### src/rtl/imem_loader_pkg.sv
// Shared types and constants for the instruction-memory loader.
// Checksum support is selected with IMEM_LOADER_CHECKSUM_EN.
package imem_loader_pkg;

  localparam logic [7:0] LOADER_MAGIC = 8'hA5;

  typedef enum logic [2:0] {
    S_IDLE = 3'd0,
    S_LEN0 = 3'd1,
    S_LEN1 = 3'd2,
    S_DATA = 3'd3,
    S_CSUM = 3'd4,
    S_DONE = 3'd5,
    S_ERR  = 3'd6
  } state_e;

  function automatic logic frame_state(state_e s);
    return (s == S_LEN0) || (s == S_LEN1) ||
           (s == S_DATA) || (s == S_CSUM);
  endfunction

endpackage

### src/rtl/loader_timeout_cnt.sv
// Saturating idle counter; hit stays high once LIMIT is reached
// until the next clear.
module loader_timeout_cnt #(
  parameter int unsigned LIMIT = 100000
) (
  input  logic clk,
  input  logic rst,
  input  logic clr,
  input  logic en,
  output logic hit
);

  localparam int unsigned W = $clog2(LIMIT + 1);

  logic [W-1:0] cnt_q, cnt_d;

  assign hit = (cnt_q == W'(LIMIT));

  always_comb begin
    cnt_d = cnt_q;
    if (clr)
      cnt_d = '0;
    else if (en && !hit)
      cnt_d = cnt_q + W'(1);
  end

  always_ff @(posedge clk or posedge rst) begin
    if (rst)
      cnt_q <= '0;
    else
      cnt_q <= cnt_d;
  end

endmodule

### src/rtl/imem_loader.sv
// Fills imem from a framed byte stream, then releases the core.
// Define IMEM_LOADER_CHECKSUM_EN to require a trailing XOR byte.
module imem_loader
  import imem_loader_pkg::*;
#(
  parameter int unsigned ADDR_WIDTH     = 12,
  parameter int unsigned DATA_WIDTH     = 32,
  parameter int unsigned BASE_ADDR      = 0,
  parameter int unsigned TIMEOUT_CYCLES = 100000
) (
  input  logic                  clk,
  input  logic                  rst,
  input  logic [7:0]            rx_data,
  input  logic                  rx_valid,
  output logic                  mem_we,
  output logic [ADDR_WIDTH-1:0] mem_addr,
  output logic [DATA_WIDTH-1:0] mem_wdata,
  output logic                  core_hold,
  output logic                  load_done,
  output logic                  load_err
);

  localparam logic [32:0] DEPTH = 33'(1) << ADDR_WIDTH;
`ifdef IMEM_LOADER_CHECKSUM_EN
  localparam state_e S_FINISH = S_CSUM;
`else
  localparam state_e S_FINISH = S_DONE;
`endif

  state_e                state_q, state_d;
  logic [15:0]           count_q, count_d;
  logic [15:0]           idx_q, idx_d;
  logic [1:0]            bidx_q, bidx_d;
  logic [23:0]           shift_q, shift_d;
  logic                  mem_we_q, mem_we_d;
  logic [ADDR_WIDTH-1:0] mem_addr_q, mem_addr_d;
  logic [DATA_WIDTH-1:0] mem_wdata_q, mem_wdata_d;
`ifdef IMEM_LOADER_CHECKSUM_EN
  logic [7:0]            csum_q, csum_d;
`endif

  logic        in_frame;
  logic        is_magic;
  logic [15:0] len_full;
  logic        len_big;
  logic        word_done;
  logic        last_word;
  logic        tmo_clr;
  logic        tmo_en;
  logic        tmo_hit;

  assign in_frame  = frame_state(state_q);
  assign is_magic  = rx_valid && (rx_data == LOADER_MAGIC);
  assign len_full  = {rx_data, count_q[7:0]};
  assign len_big   = {17'd0, len_full} > DEPTH;
  assign word_done = (state_q == S_DATA) && rx_valid &&
                     (bidx_q == 2'd3);
  assign last_word = (idx_q == (count_q - 16'd1));
  assign tmo_clr   = rx_valid || !in_frame;
  assign tmo_en    = !tmo_clr;

  loader_timeout_cnt #(
    .LIMIT (TIMEOUT_CYCLES)
  ) u_tmo (
    .clk (clk),
    .rst (rst),
    .clr (tmo_clr),
    .en  (tmo_en),
    .hit (tmo_hit)
  );

  always_ff @(posedge clk or posedge rst) begin
    if (rst) begin
      state_q     <= S_IDLE;
      count_q     <= '0;
      idx_q       <= '0;
      bidx_q      <= '0;
      shift_q     <= '0;
      mem_we_q    <= 1'b0;
      mem_addr_q  <= '0;
      mem_wdata_q <= '0;
`ifdef IMEM_LOADER_CHECKSUM_EN
      csum_q      <= '0;
`endif
    end else begin
      state_q     <= state_d;
      count_q     <= count_d;
      idx_q       <= idx_d;
      bidx_q      <= bidx_d;
      shift_q     <= shift_d;
      mem_we_q    <= mem_we_d;
      mem_addr_q  <= mem_addr_d;
      mem_wdata_q <= mem_wdata_d;
`ifdef IMEM_LOADER_CHECKSUM_EN
      csum_q      <= csum_d;
`endif
    end
  end

  always_comb begin
    state_d = state_q;
    unique case (state_q)
      S_LEN0: begin
        if (rx_valid)     state_d = S_LEN1;
        else if (tmo_hit) state_d = S_ERR;
      end
      S_LEN1: begin
        if (rx_valid) begin
          if (len_full == 16'd0) state_d = S_FINISH;
          else if (len_big)      state_d = S_ERR;
          else                   state_d = S_DATA;
        end else if (tmo_hit) begin
          state_d = S_ERR;
        end
      end
      S_DATA: begin
        if (word_done && last_word)  state_d = S_FINISH;
        else if (!rx_valid && tmo_hit) state_d = S_ERR;
      end
`ifdef IMEM_LOADER_CHECKSUM_EN
      S_CSUM: begin
        if (rx_valid)
          state_d = (rx_data == csum_q) ? S_DONE : S_ERR;
        else if (tmo_hit)
          state_d = S_ERR;
      end
`endif
      default: begin
        if (is_magic) state_d = S_LEN0;
      end
    endcase
  end

  always_comb begin
    count_d     = count_q;
    idx_d       = idx_q;
    bidx_d      = bidx_q;
    shift_d     = shift_q;
    mem_we_d    = 1'b0;
    mem_addr_d  = mem_addr_q;
    mem_wdata_d = mem_wdata_q;
`ifdef IMEM_LOADER_CHECKSUM_EN
    csum_d      = csum_q;
`endif
    if (rx_valid) begin
      unique case (state_q)
        S_LEN0: count_d[7:0]  = rx_data;
        S_LEN1: count_d[15:8] = rx_data;
        S_DATA: begin
          shift_d = {rx_data, shift_q[23:8]};
          bidx_d  = bidx_q + 2'd1;
          if (bidx_q == 2'd3) begin
            mem_we_d    = 1'b1;
            mem_addr_d  = ADDR_WIDTH'(BASE_ADDR) +
                          ADDR_WIDTH'(idx_q);
            mem_wdata_d = DATA_WIDTH'({rx_data, shift_q});
            idx_d       = idx_q + 16'd1;
          end
        end
        S_IDLE, S_DONE, S_ERR: begin
          if (is_magic) begin
            count_d = '0;
            idx_d   = '0;
            bidx_d  = '0;
          end
        end
        default: ;
      endcase
`ifdef IMEM_LOADER_CHECKSUM_EN
      // Checksum covers every byte after the magic, excluding itself
      if (in_frame && state_q != S_CSUM)
        csum_d = csum_q ^ rx_data;
      else if (!in_frame)
        csum_d = '0;
`endif
    end
  end

  always_comb begin
    core_hold = (state_q != S_DONE);
    load_done = (state_q == S_DONE);
    load_err  = (state_q == S_ERR);
  end

  assign mem_we    = mem_we_q;
  assign mem_addr  = mem_addr_q;
  assign mem_wdata = mem_wdata_q;

endmodule

### config.mk
export PLATFORM = sky130hd
export DESIGN_NAME = imem_loader
export DESIGN_NICKNAME = d
export VERILOG_FILES = /design/src/rtl/imem_loader_pkg.sv /design/src/rtl/loader_timeout_cnt.sv /design/src/rtl/imem_loader.sv
export SDC_FILE = /design/constraint.sdc
export NUM_CORES = 1
export LEC_CHECK = 0
export CAP_MARGIN = 20
export CORE_ASPECT_RATIO = 0.5
export CORE_UTILIZATION = 52
export DETAILED_ROUTE_END_ITERATION = 16
export PLACE_DENSITY = 0.77
export SLEW_MARGIN = 20
export SYNTH_ARGS = -nofsm -noshare
export SYNTH_HDL_FRONTEND = slang
export SYNTH_SLANG_ARGS = --single-unit
### constraint.sdc
create_clock -name clk -period 4.6 [get_ports clk]
set_clock_uncertainty 0.2 [all_clocks]
set_input_delay 1.15 -clock clk [delete_from_list [all_inputs] [get_ports clk]]
set_output_delay 1.15 -clock clk [all_outputs]
set_load 0.03 [all_outputs]
==> impl_results.md, run 1 <==
* Status: complete, no violations
* Wire per inst at around 16 um
* Synthesized area per cell at 8.87 um^2
* Setup crit end kind: register
* Cts repair resizes at 0
* Area share of the largest cell type after synthesis at 0.517
* R2R Path End: state_q[1]$_DFFE_PP0P_
* Register area at 3080 um^2
* Unrepaired setup endpoints after global routing: no
* Final Setup Violations at 0
* Mapped Area at 5950 um^2
* Final Slew Violations at 0
* Worst r2r src: count_q[0]$_DFFE_PP0P_
* CTS root buf: clkbuf_16
* DR iter-0 viols at 389
* Commonest non-fill, non-tap cell in the layout: nand2_1
* Crit path largest cell delay at 0.60 ns
* Register share of total power at 0.395
* Most frequent cells in the layout: nand2_1 (231), dfrtp_1 (123), clkdlybuf4s50_1 (58)
* Hold Startpoint: shift_q[6]$_DFFE_PP0P_
* Initial antenna violation count at 0
* Fin worst setup slack at 0.878 ns
* Crit-path slowest cell: or4b_1
* Min Tclk post-route at 3.72 ns
* Synth-to-Final Area Change at 22.4%
* Clock power frac at 0.369
* VDD IR max at 0.325 mV
* Arr. time, crit path at around 3.8 ns
* Cells on worst reg2reg path at 8
* CTS sink cnt at approximately 120
* CTS tree: yes
* Largest area contributor in the netlist: dfrtp_1
* Int Power at 2.51 mW
* Num CTS Buffers at 17
* Peak fanout along the critical path at 18
* Setup CP Type: in2reg
* Nets at 736
* GPL Wtd Cong at 0.901
* Post-Route Setup TNS at 0 ns
* Initial core utilization at 0.537
* Syn nets at 687
* Sw power at 1.30 mW
* Hold Crit Endpoint: mem_wdata[6]$_DFFE_PP0P_
* Filler cells at 869
* FF+latch count, synth at 123
* Multi-input combinational cell area at 2630 um^2
* Clock buffer depth at 2
* Worst-Skew Late Latency at around 0.42 ns
* H-tree Lvls at 4
* Wirelength, routed at 14000 um
* Max-cap viol count at 0
* Depth of the worst hold-timing path at 2
* Critical path, cell by cell: clkdlybuf4s50_1, or4b_1, nor3_2, o221ai_1, buf_4, nor4b_1, xnor2_1, nor2_1
* Hold WC Path Type: reg2reg
* Share of post-route cells with drive strength above 1 at 0.0668
* DIE AREA at approximately 12000 um^2
* Worst Tran Pin Value at 0.868 ns
* Antenna-violating nets left at 0
* Critical Path Source Type: input port
* Final hold vios at 0
* Unique masters post-synth at between 50 and 60
* 1st-pass router iterations at 5
* # IOs at 59
* Worst-path clk slew at 0.06 ns
* # rows at 27
* Die width at 153 um
* Ys flop type: dfrtp_1
* GRT Total Usage at 0.258
* Tot Pwr at between 3 and 4 mW
* Vias in the first global route at 4671
* ANT cells at 0
* Routed vias/inst at between 5 and 6
* Min Hold Slack at around 0.27 ns
* Largest net degree at the start of global routing at just under 50
* Synth Instances at 671
* PortBufs at 58
* Headroom to the max-slew limit at 0.420
* PwrDens at 522 nW/um^2
* Place WS at 0.574 ns
* Synth warn at 0
* Post-synth EDFFs at 0
* Detail Placement HPWL at 9200 um
* Core area at ~11000 um^2
* Switching share of power at 0.341
* DRC viols at 0
* Leakage at 3.51 nW
* Final period utilization at 0.809
* Global-route wire length before repair at 23600 um
* Part of the Yosys area used for sequential elements at 0.517
* Worst reg2reg setup slack at 1.18 ns
* FMAX at 269 MHz
* Post-CTS setup buffer count at 0
* Largest cells by area after synthesis: dfrtp_1 (52%), nand2_1 (15%), xnor2_1 (4.0%), mux2i_1 (2.9%), xor2_1 (2.8%)
* Grt total ovfl at 0
* Synth async-reset ratio at 1.00
* Routed vias at between 4000 and 5000
* Cts hold-fix bufs at 0
* Combinational power share at 0.236
* Required time of the critical path at 4.70 ns
* Die H at between 70 and 80 um
* CP startpoint: rx_data[4]
-- cell usage after synthesis (2+ instances only) --
cell type	n
nand2_1	232
nand3b_1	3
and4b_1	2
xor2_1	19
ha_1	5
nor2b_1	2
nor4b_1	4
nand3_1	12
a32o_1	2
nor4_1	10
buf_1	4
nor2_1	39
xnor2_1	27
or4_1	2
mux2i_1	17
nand4_1	8
inv_1	26
a22o_1	2
o2111ai_1	2
a21oi_1	8
clkbuf_1	30
o41ai_1	2
nand2b_1	4
nor3_1	16
o21ai_0	20
and3_1	5
o21a_1	2
maj3_1	2
or3b_2	2
dfrtp_1	123
or4b_1	2
or3_1	7
or2_2	2
o221ai_1	3
-- cell families after synthesis --
family                   share of synthesized area
buffers and inverters                       0.0412
AO/OA/AOI/OAI                               0.0641
flip-flops                                   0.517
AND/OR/NAND/NOR                              0.268
multiplexers                                0.0286
adder cells (fa/ha/maj)                     0.0139
XOR/XNOR                                    0.0677
-- routing by layer --
layer | GRT usage | share of wire | vias to the layer above
met1 | 0.354 | 0.47 | 2344
met2 | 0.399 | 0.45 | 149
li1 | - | - | 2322
met3 | 0.0659 | 0.064 | 23
met4 | 0.0910 | 0.016 | 0
met5 | 0 | 0 | -
-- critical path: cells and delay by family --
kind            cells  cell delay (ns)
simple gates        4             1.55
buf+inv             2             0.78
compound gates      1             0.17
xor+xnor            1             0.17
-- state kept, by name, indices dropped and copies added (netlist names) --
signal       cells
bidx_q           2
count_q         16
idx_q           16
mem_addr        12
mem_wdata       32
mem_we           1
shift_q         24
state_q          3
u_tmo.cnt_q     17
-- area by class of cell --
type                       count  area share
clock buffer                  18      0.0603
timing repair buffer          66      0.0913
tap                          145      0.0249
multi-input combinational    485       0.361
inverter                      27      0.0144
clock inverter                14      0.0254
sequential                   123       0.422
-- metrics by stage --
stage,cell area [um^2],util,std cells
floorplan,5960,-,671
global placement,6660,0.601,846
detailed placement,6660,0.601,846
CTS,7290,0.658,878
global route,7290,0.658,878
finish,7290,0.658,878
-- power by group through the flow --
stage	Clock (mW)	Combinational [mW]	Sequential [mW]
CTS	1.42	0.896	1.50
global placement	0	0.859	1.51
global route	1.48	0.999	1.53
floorplan	0	0.711	1.43
detailed placement	0	0.881	1.52
finish	1.40	0.900	1.50
-- worst max path at each step --
stage,endpoint,slack [ns],cells after the start
after detailed placement,count_q[11]$_DFFE_PP0P_,0.57,7
after floorplan,count_q[10]$_DFFE_PP0P_,1.14,7
final,idx_q[13]$_DFFE_PP0P_,0.88,8
after global routing,idx_q[13]$_DFFE_PP0P_,0.84,8
after global placement,count_q[9]$_DFFE_PP0P_,0.62,7
after CTS,idx_q[13]$_DFFE_PP0P_,0.92,8
Note: power is estimated with default switching activity, not from simulation.
==> inputs of run 2 (changes only) <==
--- a/config.mk
+++ b/config.mk
@@ -7,9 +7,9 @@
 export LEC_CHECK = 0
 export CAP_MARGIN = 20
 export CORE_ASPECT_RATIO = 0.5
-export CORE_UTILIZATION = 52
+export CORE_UTILIZATION = 57
 export DETAILED_ROUTE_END_ITERATION = 16
-export PLACE_DENSITY = 0.77
+export PLACE_DENSITY = 0.8
 export SLEW_MARGIN = 20
 export SYNTH_ARGS = -nofsm -noshare
 export SYNTH_HDL_FRONTEND = slang
==> constraint.sdc (replaced) <==
create_clock -name clk -period 3.9 [get_ports clk]
set_clock_uncertainty 0.2 [all_clocks]
set_input_delay 0.975 -clock clk [delete_from_list [all_inputs] [get_ports clk]]
set_output_delay 0.975 -clock clk [all_outputs]
set_load 0.03 [all_outputs]
==> impl_results.md, run 2 (same netlist as run 1, synthesis figures left out) <==
* Min Hold Slack at ~0.27 ns
* Vias in the first global route at around 4700
* Wirelength, routed at between 10000 and 15000 um
* Die width at 147 um
* Status: complete, no violations
* Post-CTS setup buffer count at 0
* Cells on worst reg2reg path at 8
* Arr. time, crit path at 3.50 ns
* Required time of the critical path at 3.96 ns
* Grt total ovfl at 0
* Antenna-violating nets left at 0
* Worst-path clk slew at 0.06 ns
* CTS sink cnt at roughly 120
* Max-cap viol count at 0
* Depth of the worst hold-timing path at 2
* Worst-Skew Late Latency at 0.41 ns
* Crit path largest cell delay at 0.59 ns
* Share of post-route cells with drive strength above 1 at 0.0731
* Largest net degree at the start of global routing at 66
* Core Util, Final at 0.744
* # IOs at 59
* Max FFs per register at 32
* # rows at 25
* Critical Path Source Type: register
* Initial antenna violation count at 0
* Peak fanout along the critical path at 7
* Unrepaired setup endpoints after global routing: no
* DIE AREA at 10900 um^2
* GPL Wtd Cong at 0.883
* PwrDens at 611 nW/um^2
* Final Setup Violations at 0
* PortBufs at 58
* Final period utilization at 0.881
* Leakage at 3.53 nW
* Synth-to-Final Area Change at 22.4%
* CTS tree: yes
* Die H at 74.3 um
* Nets at 743
* Headroom to the max-slew limit at 0.431
* Final Slew Violations at 0
* Worst Tran Pin Value at between 0.8 and 0.9 ns
* Cts repair resizes at 0
* Post-Route Setup TNS at 0 ns
* CTS root buf: clkbuf_16
* Final hold vios at 0
* Multi-input combinational cell area at 2630 um^2
* FMAX at 291 MHz
* Crit-path slowest cell: or4b_1
* DP Area at 6690 um^2
* Setup crit end kind: register
* Critical path, cell by cell: inv_1, ha_1, or4b_1, or3_1, a2111o_1, a221o_1, a2111oi_2, o221ai_1
* ANT cells at 0
* Crit path depth at 8
* Crit path buf inv count at 1
* Global-route wire length before repair at 24100 um
* DRC viols at 0
* Wire per inst at ~16 um
* DR iter-0 viols at ~510
* Routed vias at ~5000
* Most frequent cells in the layout: nand2_1 (232), dfrtp_1 (123), clkdlybuf4s50_1 (58)
* Core area at 9790 um^2
* Register area at 3080 um^2
* 1st-pass router iterations at 5
* Num CTS Buffers at 17
* GRT Total Usage at 0.290
* H-tree Lvls at 4
* Detail Placement HPWL at 9220 um
* Routed vias/inst at 5.69
* Cts hold-fix bufs at 0
* Initial core utilization at 0.608
* Setup CP Type: reg2reg
* Clock buffer depth at 2
* Min Tclk post-route at 3.43 ns
* Filler cells at 700
* VDD IR max at around 0.34 mV
* Post-route design area at 7290 um^2
* Delay-heaviest family, CP: compound AO/OA/AOI/OAI gates
* Commonest non-fill, non-tap cell in the layout: nand2_1
* Hold WC Path Type: reg2reg
==> run 2: final cells by class <==
type | instances | area share
clock inverter | 14 | 0.0235
clock buffer | 17 | 0.0584
tap | 135 | 0.0232
timing repair buffer | 73 | 0.0969
inverter | 27 | 0.0144
multi-input combinational | 485 | 0.361
sequential | 123 | 0.422
==> run 2: worst min-delay path, stage by stage, from the launching register on <==
cell and delay (ns):
dfrtp_1 0.34, nand2_1 0.05, nand2_1 0.04
==> run 2: through the flow <==
step	cells	total power, mW	setup WS, ns
after floorplan	671	2.52	0.620
after CTS	874	4.45	0.519
after global placement	843	2.80	0.171
after detailed placement	843	2.83	0.144
final	874	4.45	0.465
after global routing	874	4.68	0.334
==> run 2: per-layer routing <==
metal  part of all wire  global-route usage
met1               0.46               0.411
met5                  0                   0
met4             0.0066              0.0845
met2               0.47               0.457
met3              0.060              0.0656
==> run 2: power breakdown <==
part,switching (mW),internal [mW],leakage (nW)
clock,0.590,1.00,0.286
combinational,0.632,0.434,1.58
sequential,0.298,1.49,1.66
total,1.52,2.93,3.53
==> run 2: worst paths after layout <==
kind / slack, ns / from / end
max in group asynchronous: 1.88 / rst / mem_wdata[18]$_DFFE_PP0P_
hold reg to reg: 0.27 / shift_q[4]$_DFFE_PP0P_ / mem_wdata[4]$_DFFE_PP0P_
min in group asynchronous: 0.84 / rst / mem_wdata[6]$_DFFE_PP0P_
setup / recovery: 0.47 / count_q[0]$_DFFE_PP0P_ / state_q[1]$_DFFE_PP0P_
hold / removal: 0.27 / shift_q[4]$_DFFE_PP0P_ / mem_wdata[4]$_DFFE_PP0P_
setup reg to reg: 0.47 / count_q[0]$_DFFE_PP0P_ / state_q[1]$_DFFE_PP0P_
